## src/rtl/race_timer.sv

```systemverilog
// Race timer: centisecond elapsed counter with start/stop/clear, lap capture,
// timed lap display hold, best-lap tracking and saturation at MAX_CS.
module race_timer #(
    parameter int unsigned CLK_DIV = 650000,
    parameter int unsigned HOLD_CS = 200,
    parameter int unsigned MAX_CS  = 59999
) (
    input  logic        clk,
    input  logic        rst_n,
    input  logic        start,
    input  logic        stop,
    input  logic        clear,
    input  logic        lap,
    output logic [15:0] time_cs,
    output logic [15:0] elapsed_cs,
    output logic [15:0] lap_cs,
    output logic [15:0] best_cs,
    output logic        running,
    output logic        lap_valid,
    output logic        overflow
);

    localparam int unsigned PW = $clog2(CLK_DIV);
    localparam logic [PW-1:0] PRESC_LAST = PW'(CLK_DIV - 1);
    localparam logic [15:0]   HOLD_V     = 16'(HOLD_CS);
    localparam logic [15:0]   MAX_V      = 16'(MAX_CS);

    typedef enum logic [1:0] {S_IDLE, S_RUNNING, S_PAUSED, S_DONE} state_t;

    state_t        state, state_n;
    logic [PW-1:0] presc, presc_n;
    logic [15:0]   lap_start, lap_start_n;
    logic [15:0]   hold, hold_n;
    logic [15:0]   elapsed_n, lap_n, best_n, time_n;
    logic          running_n, lap_valid_n, overflow_n;

    logic          tick, sat, lap_acc;
    logic [15:0]   e_tick, e_lap, lap_diff;

    // Tick is decided by the registered state, so a stop in the tick cycle
    // still counts that period; the partial period survives PAUSED.
    assign tick     = (state == S_RUNNING) && (presc == PRESC_LAST) && !clear;
    assign e_tick   = elapsed_cs + 16'd1;
    assign sat      = tick && (e_tick == MAX_V);
    assign lap_acc  = (state == S_RUNNING) && lap && !stop && !clear;
    assign e_lap    = tick ? e_tick : elapsed_cs;
    assign lap_diff = e_lap - lap_start;

    always_ff @(posedge clk or negedge rst_n) begin
        if (!rst_n) state <= S_IDLE;
        else        state <= state_n;
    end

    // Saturation outranks a simultaneous stop so the timer ends in DONE.
    always_comb begin
        state_n = state;
        if (clear) begin
            state_n = S_IDLE;
        end else begin
            unique case (state)
                S_IDLE:    if (start) state_n = S_RUNNING;
                S_RUNNING: begin
                    if (sat)       state_n = S_DONE;
                    else if (stop) state_n = S_PAUSED;
                end
                S_PAUSED:  if (start) state_n = S_RUNNING;
                S_DONE:    state_n = S_DONE;
                default:   state_n = S_IDLE;
            endcase
        end
    end

    always_comb begin
        presc_n     = presc;
        elapsed_n   = elapsed_cs;
        lap_start_n = lap_start;
        lap_n       = lap_cs;
        best_n      = best_cs;
        hold_n      = hold;
        overflow_n  = overflow;
        lap_valid_n = lap_acc;
        if (clear) begin
            presc_n     = '0;
            elapsed_n   = '0;
            lap_start_n = '0;
            lap_n       = '0;
            best_n      = '1;
            hold_n      = '0;
            overflow_n  = 1'b0;
        end else begin
            if (state == S_IDLE && start) presc_n = '0;
            else if (state == S_RUNNING)  presc_n = tick ? '0 : presc + PW'(1);
            if (tick) elapsed_n = e_tick;
            if (sat)  overflow_n = 1'b1;
            if (lap_acc) begin
                lap_start_n = e_lap;
                lap_n       = lap_diff;
                if (lap_diff < best_cs) best_n = lap_diff;
                hold_n      = HOLD_V;
            end else if (tick && hold != '0) begin
                hold_n = hold - 16'd1;
            end
        end
        time_n    = (hold_n != '0) ? lap_n : elapsed_n;
        running_n = (state_n == S_RUNNING);
    end

    always_ff @(posedge clk or negedge rst_n) begin
        if (!rst_n) begin
            presc      <= '0;
            elapsed_cs <= '0;
            lap_start  <= '0;
            lap_cs     <= '0;
            best_cs    <= '1;
            hold       <= '0;
            time_cs    <= '0;
            running    <= 1'b0;
            lap_valid  <= 1'b0;
            overflow   <= 1'b0;
        end else begin
            presc      <= presc_n;
            elapsed_cs <= elapsed_n;
            lap_start  <= lap_start_n;
            lap_cs     <= lap_n;
            best_cs    <= best_n;
            hold       <= hold_n;
            time_cs    <= time_n;
            running    <= running_n;
            lap_valid  <= lap_valid_n;
            overflow   <= overflow_n;
        end
    end

endmodule

```

## config.mk

```make
export PLATFORM = sky130hd
export DESIGN_NAME = race_timer
export DESIGN_NICKNAME = d
export VERILOG_FILES = /design/src/rtl/race_timer.sv
export SDC_FILE = /design/constraint.sdc
export NUM_CORES = 1
export LEC_CHECK = 0
export ABC_CLOCK_PERIOD_IN_PS = 11800
export BUFFER_PORTS_ARGS = -buffer_cell sky130_fd_sc_hd__buf_2
export CELL_PAD_IN_SITES_DETAIL_PLACEMENT = 0
export CELL_PAD_IN_SITES_GLOBAL_PLACEMENT = 2
export CORE_MARGIN = 2
export CORE_UTILIZATION = 42
export CTS_BUF_LIST = sky130_fd_sc_hd__clkbuf_8
export DETAILED_ROUTE_END_ITERATION = 8
export PLACE_DENSITY_LB_ADDON = 0.12
export SYNTH_ARGS = -nofsm -noshare
export SYNTH_HDL_FRONTEND = slang
export SYNTH_SLANG_ARGS = --single-unit
```

## constraint.sdc

```tcl
create_clock -name clk -period 11.8 [get_ports clk]
set_input_delay 2.36 -clock clk [delete_from_list [all_inputs] [get_ports clk]]
set_output_delay 2.36 -clock clk [all_outputs]
set_load 0.02 [all_outputs]
```

==> results.toml <==
[place]
place_congestion = 0.814
port_buffers = 72
post-dp-hpwl_um = 12800
numPlacedInstances = 987

[power]
power_leakage_nw = 3.93
power_density_nw_per_um2 = 114
power.ir.vdd_worst_mv = 0.0763

[drt]
detailroute.via_count = 5312
wire_per_inst_um = 17.3
detail_route.first_pass.iterations = 4
routed_wl_um = 17600
remaining_drc_errors = 0
detail-route-antenna-nets = 0
initial_drc_count = 276
vias_per_cell = 5.22

[floorplanning]
start_util_pct = 43.1
die_width_um = 132
chipHeight_um = 132
io_pins = 73
coreArea_um2 = 15900
floorplan.die_area_um2 = 17300
placementRows = 46

[clock_tree]
root_buffer = "sky130_fd_sc_hd__clkbuf_8"
cts-buffers-inserted = 17
numClockSinks = 121
cts.path.max_buffers = 2
post-cts-setup-buffers = 0
cts_resized = 0
h-tree-depth = 4
hold_buffers = 0
clock_tree_from_tritoncts = "done"
clkTransAtPathRegs_ns = 0.07
clk_latency_ns = 0.44

[layout]
fin_cells = 1018
layout-drive-gt1-share_pct = 18.3
commonest_cells_after_routing_fill_and_taps_aside = "108 x sky130_fd_sc_hd__nor2_1, 105 x sky130_fd_sc_hd__dfrtp_1, 71 x sky130_fd_sc_hd__buf_2, 61 x sky130_fd_sc_hd__nand2_1, 59 x sky130_fd_sc_hd__inv_1"
num-fill-cells = 1554
final_common_cell = "sky130_fd_sc_hd__nor2_1"
nNetsFinal = 831
n_diodes = 0
flow.area_growth_from_synthesis_pct = 13.6

[sta]
timing_worst_slew_pin_value_ns = 0.941
hold_violations = 0
unrepaired_setup_endpoints_after_global_routing = "false"
whs_ns = 0.517
fin_crit_sh_pct = 68.3
finalCriticalPeriod_ns = 8.06
fin_setup_tns_ns = 0
setup-violations-final = 0
final.setup_skew_ns = 0.0132
slew_headroom_pct = 37.3
timing_max_transition_violations_final = 0
achievable-frequency_ghz = 0.124

[synthesis]
synth_sequential_area_ratio_pct = 44.6
post_synth_xor_area_fraction_pct = 7.43
syn_avg_cell_area_um2 = 9.55
post_synth_instance_area_um2 = 6840
synthesis.nets = 757
synthSimpleGateAreaFrac_pct = 20.6
synth_adder_area_share_pct = 6.51
yosysWarningCount = 0
synth_cells = 716
synth.area.mux_share_pct = 5.62
dominantRegCellSynth = "sky130_fd_sc_hd__dfrtp_1"
yosys.area.top_type_share_pct = 38.4
distinct_cells_synth = 66
number_of_synthesized_flops_with_an_enable_pin = 0
post-synth-top-area-cell = "sky130_fd_sc_hd__dfrtp_1"
synth_area_leaders = "sky130_fd_sc_hd__dfrtp_1 38%, sky130_fd_sc_hd__ha_1 6.2%, sky130_fd_sc_hd__dfstp_2 6.1%"
combinational_family_with_the_most_area_after_synthesis = "simple AND/OR/NAND/NOR gates"
fraction_of_the_mapped_netlist_area_in_compound_gates_pct = 10.9
postSynthRegisterBits = 121
postSynth.asyncResetShare_pct = 100

[worst_hold_path]
worst_hold_path_type = "reg -> reg"
hold_path_startpoint = "overflow"

[global_route]
grt_antenna_before_repair = 0
grt.overflow.total = 0
globalRoute.busiestLayer = "met2"
grt_use_total_pct = 21.4
grt_pass1_vias = 5348
global_route.usage.met2_pct = 35.9
grt_max_degree = 73
grt_use_met1_pct = 28.2
gr-usage-met3_pct = 4.98
grt_pass1_wl_um = 29200

[critical_path]
cp-end-kind = "flop"
critPathKind = "in -> reg"
worst-path-buf-inv = 3
r2r_start = "presc[6]"
critical_path.cell_chain = "buf_2 > buf_4 > and4bb_2 > nand2_1 > nor2_1 > nand2_1 > xnor2_1 > inv_1 > ha_1 > nor3_1 > nand3b_1 > o211ai_1 > o21ai_0 > a211oi_1 > xnor2_1 > ha_1 > and4_1 > a2111oi_0 > nand2_1 > mux2i_1 > nand2_1"
cp_required_ns = 12.14
worstSetupStartpointType = "input port"
cpLargestDelayFamily = "simple AND/OR/NAND/NOR gates"
critPathMaxStageDelay_ns = 0.73
timing.critical_path.mode_cell = "sky130_fd_sc_hd__nand2_1"
cp.arrival_ns = 8.40
crit_fanout = 56
cpMaxStageDelayCell = "sky130_fd_sc_hd__nand2_1"
timing.critical_path.from = "clear"

[job]
maxCapViolations = 0

[run_status]
outcome = "finished, final reports clean"
[worst min-delay path, cell delays in order (launching register included)]
cell and delay (ns):
sky130_fd_sc_hd__dfrtp_1 0.38, sky130_fd_sc_hd__inv_1 0.05, sky130_fd_sc_hd__o21ai_0 0.06
[cell usage after synthesis, types with 6 or more instances]
cell type and count:
sky130_fd_sc_hd__mux2_1 6, sky130_fd_sc_hd__mux2_4 9, sky130_fd_sc_hd__nor3_1 14, sky130_fd_sc_hd__dfrtp_1 105, sky130_fd_sc_hd__o21ai_0 21, sky130_fd_sc_hd__a22o_1 6, sky130_fd_sc_hd__dfstp_2 16, sky130_fd_sc_hd__mux2i_1 17
sky130_fd_sc_hd__and2_1 6, sky130_fd_sc_hd__nand2b_1 11, sky130_fd_sc_hd__a21oi_1 26, sky130_fd_sc_hd__nand4_1 12, sky130_fd_sc_hd__and4_1 8, sky130_fd_sc_hd__clkbuf_1 16, sky130_fd_sc_hd__a211oi_1 17, sky130_fd_sc_hd__nand3_1 15
sky130_fd_sc_hd__a31oi_1 6, sky130_fd_sc_hd__nand2_1 61, sky130_fd_sc_hd__xnor2_1 27, sky130_fd_sc_hd__inv_1 56, sky130_fd_sc_hd__nor2_1 108, sky130_fd_sc_hd__xor2_1 31, sky130_fd_sc_hd__and3_1 8, sky130_fd_sc_hd__ha_1 34
[metrics by stage]
step	power (mW)	cell area [µm²]	util (%)	worst slack [ns]
after floorplan	0.516	6840	-	4.78
after global placement	0.554	7420	46.7	3.52
after detailed placement	0.556	7420	46.7	3.37
after CTS	0.902	7770	48.9	3.81
after global routing	0.938	7770	48.9	3.26
final	0.888	7770	48.9	3.74
[report_power, final]
part | total (mW) | switching, mW | internal [mW]
Combinational | 0.116 | 0.0759 | 0.0399
Sequential | 0.431 | 0.00602 | 0.425
Clock | 0.341 | 0.170 | 0.171
Total | 0.888 | 0.252 | 0.636
[kinds of logic after synthesis]
| group | after synthesis |
|---|---|
| mux | 33 |
| flops | 121 |
| fa+ha+maj | 35 |
| simple gates | 281 |
| buf+inv | 78 |
| xor+xnor | 58 |
| compound gates | 110 |
[state kept, by name, summed over array words and instances (netlist names)]
name and cells:
lap_cs 16, lap_valid 1, elapsed_cs 16, best_cs 16, time_cs 16, presc 20
lap_start 16, overflow 1, state 2, hold 16, running 1
[per-layer routing]
metal | wire, µm | vias up | share of wire [%]
met4 | 137 | 0 | 0.78
met3 | 511 | 11 | 2.9
met2 | 8870 | 77 | 50
met1 | 8130 | 2601 | 46
li1 | - | 2623 | -
met5 | 0 | - | 0
[path summary, 6_finish.rpt]
kind                                    to  slack [ns]  cells past startpoint
max in group asynchronous        presc[11]        8.43                      2
worst max-delay path            best_cs[4]        3.74                     21
worst min register to register    overflow        0.52                      2
worst max register to register  best_cs[4]        5.26                     19
min in group asynchronous         hold[14]        1.95                      1
worst min-delay path              overflow        0.52                      2
[layout make-up]
type                       instances  area, µm²  area share (%)
multi-input combinational        517       3490            45.0
sequential                       121       3050            39.2
inverter                          56        210            2.70
clock buffer                      19        262            3.37
clock inverter                    12       86.3            1.11
tap                              216        270            3.48
timing repair buffer              77        400            5.15
Power figures use the tool's default switching activity.
